[src/rtl/elementwise_division_serial.sv]
// Serial element-wise unsigned divider: NUM_INSTANCES packed 2N/N divisions,
// one restoring step per cycle, results presented with a valid/ready handshake.
module elementwise_division_serial #(
  parameter int N             = 8,
  parameter int NUM_INSTANCES = 20
) (
  input  logic                         clk,
  input  logic                         rst,
  input  logic                         in_valid,
  output logic                         in_ready,
  input  logic [2*N*NUM_INSTANCES-1:0] a,
  input  logic [N*NUM_INSTANCES-1:0]   b,
  output logic                         out_valid,
  input  logic                         out_ready,
  output logic [N*NUM_INSTANCES-1:0]   quotient,
  output logic [N*NUM_INSTANCES-1:0]   remainder,
  output logic [NUM_INSTANCES-1:0]     overflow
);

  localparam int IW = (NUM_INSTANCES > 1) ? $clog2(NUM_INSTANCES) : 1;
  localparam int CW = (N > 1) ? $clog2(N) : 1;

  localparam logic [1:0] IDLE   = 2'd0;
  localparam logic [1:0] CHECK  = 2'd1;
  localparam logic [1:0] DIVIDE = 2'd2;
  localparam logic [1:0] DONE   = 2'd3;

  localparam logic [IW-1:0] LAST_IDX = IW'(NUM_INSTANCES - 1);
  localparam logic [CW-1:0] LAST_CNT = CW'(N - 1);

  logic [1:0]                   state_r;
  logic [IW-1:0]                idx_r;
  logic [CW-1:0]                cnt_r;
  logic [2*N*NUM_INSTANCES-1:0] a_r;
  logic [N*NUM_INSTANCES-1:0]   b_r;
  logic [N-1:0]                 prem_r;
  logic [N-1:0]                 src_r;
  logic [N-1:0]                 qacc_r;
  logic [N*NUM_INSTANCES-1:0]   q_work_r;
  logic [N*NUM_INSTANCES-1:0]   r_work_r;
  logic [NUM_INSTANCES-1:0]     ov_work_r;
  logic [N*NUM_INSTANCES-1:0]   quotient_r;
  logic [N*NUM_INSTANCES-1:0]   remainder_r;
  logic [NUM_INSTANCES-1:0]     overflow_r;
  logic                         in_ready_r;
  logic                         out_valid_r;

  logic [2*N-1:0]               a_cur_s;
  logic [N-1:0]                 b_cur_s;
  logic                         ovf_s;
  logic [N:0]                   trial_s;
  logic                         ge_s;
  logic [N-1:0]                 diff_s;
  logic [N-1:0]                 prem_next_s;
  logic [N:0]                   qshift_s;
  logic [N-1:0]                 qacc_next_s;
  logic                         elem_done_s;
  logic [N-1:0]                 elem_q_s;
  logic [N-1:0]                 elem_r_s;
  logic                         elem_ov_s;
  logic [N*NUM_INSTANCES-1:0]   q_next_s;
  logic [N*NUM_INSTANCES-1:0]   r_next_s;
  logic [NUM_INSTANCES-1:0]     ov_next_s;

  // Current element operands and one restoring-division step.
  always_comb begin
    a_cur_s     = a_r[int'(idx_r)*2*N +: 2*N];
    b_cur_s     = b_r[int'(idx_r)*N +: N];
    ovf_s       = (a_cur_s[2*N-1:N] >= b_cur_s);
    trial_s     = {prem_r, src_r[N-1]};
    ge_s        = (trial_s >= {1'b0, b_cur_s});
    // When ge_s holds the difference is below b, so N bits are enough.
    diff_s      = trial_s[N-1:0] - b_cur_s;
    prem_next_s = ge_s ? diff_s : trial_s[N-1:0];
    qshift_s    = {qacc_r, ge_s};
    qacc_next_s = qshift_s[N-1:0];
  end

  // Per-element result selection and merge into the working result vectors.
  always_comb begin
    elem_done_s = 1'b0;
    elem_q_s    = '0;
    elem_r_s    = '0;
    elem_ov_s   = 1'b0;
    case (state_r)
      CHECK: begin
        elem_done_s = ovf_s;
        elem_q_s    = {N{1'b1}};
        elem_r_s    = '0;
        elem_ov_s   = 1'b1;
      end
      DIVIDE: begin
        elem_done_s = (cnt_r == LAST_CNT);
        elem_q_s    = qacc_next_s;
        elem_r_s    = prem_next_s;
        elem_ov_s   = 1'b0;
      end
      default: begin
        elem_done_s = 1'b0;
      end
    endcase
    q_next_s  = q_work_r;
    r_next_s  = r_work_r;
    ov_next_s = ov_work_r;
    if (elem_done_s) begin
      q_next_s[int'(idx_r)*N +: N] = elem_q_s;
      r_next_s[int'(idx_r)*N +: N] = elem_r_s;
      ov_next_s[idx_r]             = elem_ov_s;
    end else begin
      q_next_s = q_work_r;
    end
  end

  // Control FSM, datapath registers and registered outputs.
  always_ff @(posedge clk or posedge rst) begin
    if (rst) begin
      state_r     <= IDLE;
      idx_r       <= '0;
      cnt_r       <= '0;
      a_r         <= '0;
      b_r         <= '0;
      prem_r      <= '0;
      src_r       <= '0;
      qacc_r      <= '0;
      q_work_r    <= '0;
      r_work_r    <= '0;
      ov_work_r   <= '0;
      quotient_r  <= '0;
      remainder_r <= '0;
      overflow_r  <= '0;
      in_ready_r  <= 1'b1;
      out_valid_r <= 1'b0;
    end else begin
      q_work_r  <= q_next_s;
      r_work_r  <= r_next_s;
      ov_work_r <= ov_next_s;
      case (state_r)
        IDLE: begin
          if (in_valid) begin
            a_r        <= a;
            b_r        <= b;
            idx_r      <= '0;
            in_ready_r <= 1'b0;
            state_r    <= CHECK;
          end
        end
        CHECK: begin
          if (!ovf_s) begin
            prem_r  <= a_cur_s[2*N-1:N];
            src_r   <= a_cur_s[N-1:0];
            qacc_r  <= '0;
            cnt_r   <= '0;
            state_r <= DIVIDE;
          end
        end
        DIVIDE: begin
          prem_r <= prem_next_s;
          src_r  <= src_r << 1;
          qacc_r <= qacc_next_s;
          cnt_r  <= cnt_r + CW'(1);
        end
        DONE: begin
          if (out_ready) begin
            out_valid_r <= 1'b0;
            in_ready_r  <= 1'b1;
            state_r     <= IDLE;
          end
        end
        default: begin
          state_r <= IDLE;
        end
      endcase
      // Element finished: move to the next one or publish the whole vector.
      if (elem_done_s) begin
        if (idx_r == LAST_IDX) begin
          idx_r       <= '0;
          quotient_r  <= q_next_s;
          remainder_r <= r_next_s;
          overflow_r  <= ov_next_s;
          out_valid_r <= 1'b1;
          state_r     <= DONE;
        end else begin
          idx_r   <= idx_r + IW'(1);
          state_r <= CHECK;
        end
      end
    end
  end

  assign in_ready  = in_ready_r;
  assign out_valid = out_valid_r;
  assign quotient  = quotient_r;
  assign remainder = remainder_r;
  assign overflow  = overflow_r;

endmodule

[config.mk]
export PLATFORM = sky130hd
export DESIGN_NAME = elementwise_division_serial
export DESIGN_NICKNAME = d
export VERILOG_FILES = /design/src/rtl/elementwise_division_serial.sv
export SDC_FILE = /design/constraint.sdc
export NUM_CORES = 2
export LEC_CHECK = 0
export CAP_MARGIN = 20
export CELL_PAD_IN_SITES_DETAIL_PLACEMENT = 1
export CELL_PAD_IN_SITES_GLOBAL_PLACEMENT = 1
export CORE_UTILIZATION = 47
export DETAILED_ROUTE_END_ITERATION = 10
export PLACE_DENSITY_LB_ADDON = 0.1
export SKIP_CTS_REPAIR_TIMING = 1
export SLEW_MARGIN = 40
export SYNTH_ARGS = -nofsm -noshare
export SYNTH_HDL_FRONTEND = slang
export SYNTH_SLANG_ARGS = --single-unit
[constraint.sdc]
create_clock -name clk -period 66.1 [get_ports clk]
set_input_delay 16.525 -clock clk [delete_from_list [all_inputs] [get_ports clk]]
set_output_delay 16.525 -clock clk [all_outputs]
set_load 0.01 [all_outputs]
==> results.md <==
* Final HPWL DP at between 100 and 150 mm
* Core Box Area at 106000 sq um
* Async set or reset register ratio after synthesis at 1.00
* DRC errors left at 0
* Post-Syn Instances at roughly 4000
* Vias at 36800
* Global Route Usage Sum at 0.329
* Final core utilization at 0.618
* Pwr Density at around 44 nW/um^2
* Synth unique cells at 79
* Yosys warnings at 0
* Worst-path cell chain: clkdlybuf4s50_1 -> clkinv_8 -> buf_4 -> buf_12 -> buf_6 -> buf_6 -> buf_6 -> buf_6
* Worst Hold Slack at 0.461 ns
* CP most frequent cell: buf_6
* Wire length on met2 at 92.8 mm
* RR Startpoint: idx_r[0]
* Critical Path RT at between 60 and 70 ns
* Register area share after synthesis at 0.592
* Num CTS Buffers at 134
* Clock transition at path regs at 0.06 ns
* DR pass1 iterations at 6
* Worst Path Class, Setup: primary input to asynchronous set/reset pin
* RR Endpoint: quotient[7]
* Most common cell after layout, fill and taps aside: dfrtp_1
* Fin. max-slew vios at 0
* Final setup viols at 0
* Maxcap violations at 0
* Fmax at 50.1 MHz
* LEAKAGE at 0.0291 uW
* Ratio of cells with drive above 1 in the final layout at 0.238
* M1 WL at 66.4 mm
* Worst hold path endpoint: overflow[15]
* Clock buffer depth at 3
* Post-synth EDFFs at 0
* Remaining antenna violation count at 0
* Status: completed
* CTS tree: built
* Slowest cell on crit path: buf_6
* Worst-Margin Slew at 0.899 ns
* Crit end category: asynchronous set/reset pin
* First-pass GRT wire length at 262 mm
* Post-DR vias/cell at approximately 5.8
* Seq cells post-synth at 1194
* WL met3 at 10.9 mm
* Syn Area/Cell at 12.6 sq um
* Global route overflow at 0
* Slew HR at 0.399
* Final Wtd Congestion at 0.862
* Worst R2R Path Depth at 18
* Post-Syn Nets at 4522
* Most frequent cells in the layout: dfrtp_1, clkdlybuf4s50_1, mux2_2
* H-tree levels at 4
* Clock skew at 0.0330 ns
* Hold Path Class: flop to flop
* Largest fanout on the critical path at 108
* Latest clock arrival within the worst-skew pair at 0.74 ns
* Vert. Die Dim at approximately 330 um
* IR drop worst, VDD at 55.8 uV
* Syn-to-layout area delta at 29.6%
* Initial Utilization at 0.477
* Largest net degree at the start of global routing at roughly 190
* Ys flop type: dfrtp_1
* Clk sink count at 1194
* Final #Nets at 5300
* Min-delay src: overflow[15]
* Part of the cycle the worst path needs at 0.302
* Worst Hold Depth at 2
* Highest Signal Layer: met5
* Port Buffers at roughly 830
* Crit path DAT at 20.76 ns
* Final WL at 179 mm
* Startpoint Class: primary input
* Number of DRC markers in iteration 0 at 2435
* Fin Setup TNS at 0 ns
* Reg2reg setup slack at 57.79 ns
* Vias in the first global route at between 30000 and 40000
* RSZ-0062 raised after global routing: no
* Post-synthesis cell area at approximately 50000 sq um
* Io pins at 826
* Die area at 109000 sq um
* Root Buffer: clkbuf_16
* Slowest cell delay on critical path at ~0.60 ns
* Antenna violations before repair at 61
* Final-report hold violation count at 0
* Minimum clock period after layout at 19.96 ns
* Average wire per standard cell at approximately 28 um
* Die width at 330 um
* Placement Rows at 119
power by group:
part,internal (uW),switching (uW)
sequential,916,114
combinational,427,593
clock,486,313
total,1830,1020
Yosys cell counts (all sizes together), types with 14 or more instances:
library cell / count / share of area
or3: 22 / 0.0027
a22oi: 17 / 0.0026
nand3: 127 / 0.013
dfrtp: 1193 / 0.59
mux2: 672 / 0.15
ha: 27 / 0.0067
nor3: 55 / 0.0060
a22o: 21 / 0.0036
nand2: 532 / 0.040
nor2: 228 / 0.017
mux4: 116 / 0.052
a31oi: 122 / 0.015
buf: 71 / 0.0070
mux2i: 81 / 0.016
nand4: 14 / 0.0017
clkbuf: 195 / 0.015
a21oi: 55 / 0.0055
o31ai: 28 / 0.0042
o21ai: 203 / 0.020
inv: 69 / 0.0051
flip-flops by register name, summed over array words and instances (netlist names):
register	cells
a_r	320
b_r	160
cnt_r	3
idx_r	5
in_ready	1
out_valid	1
ov_work_r	19
overflow	20
prem_r	8
q_work_r	160
qacc_r	7
quotient	160
r_work_r	160
remainder	160
src_r	8
state_r	2
stage by stage:
step | worst slack, ns | total power (uW) | std cells | instance area [sq um]
5_1_grt | 45.61 | 2950 | 6324 | 65400
3_3_place_gp | 44.00 | 1980 | 6029 | 60200
6_report | 46.14 | 2850 | 6327 | 65400
2_1_floorplan | 15.94 | 1620 | 4010 | 50500
4_1_cts | 45.71 | 2850 | 6285 | 65200
3_5_place_dp | 44.91 | 2040 | 6041 | 60500
worst max-delay path: cells and delay by family:
| kind | cells | cell delay [ns] |
|---|---|---|
| buffers and inverters | 8 | 3.93 |
cells by family after synthesis:
group                    after synthesis  synth area share
adder cells (fa/ha/maj)               28           0.00709
flip-flops                          1194             0.592
buffers and inverters                338            0.0269
AO/OA/AOI/OAI                        530            0.0653
AND/OR/NAND/NOR                     1044            0.0896
XOR/XNOR                               7           0.00121
multiplexers                         869             0.218
how the worst max path moves through the flow:
stage,start,endpoint,cells after the start
floorplan,rst,a_r[0],1
global placement,rst,b_r[75],7
detailed placement,rst,b_r[67],8
CTS,rst,b_r[64],8
global route,rst,b_r[49],8
finish,rst,b_r[128],8
per-layer routing:
metal  up-vias  global-route usage
met5         -                   0
met1     19200               0.383
li1      15800                   -
met2      1230               0.571
met4        50               0.164
met3       404              0.0762
area by class of cell:
type | instances | area (sq um)
clock inverter | 46 | 646
sequential | 1194 | 29900
inverter | 72 | 283
clock buffer | 198 | 4100
fill | 10300 | 40400
timing repair buffer | 908 | 9140
multi-input combinational | 2478 | 19500
antenna | 40 | 100
tap | 1391 | 1740
(Power assumes the default switching activity.)
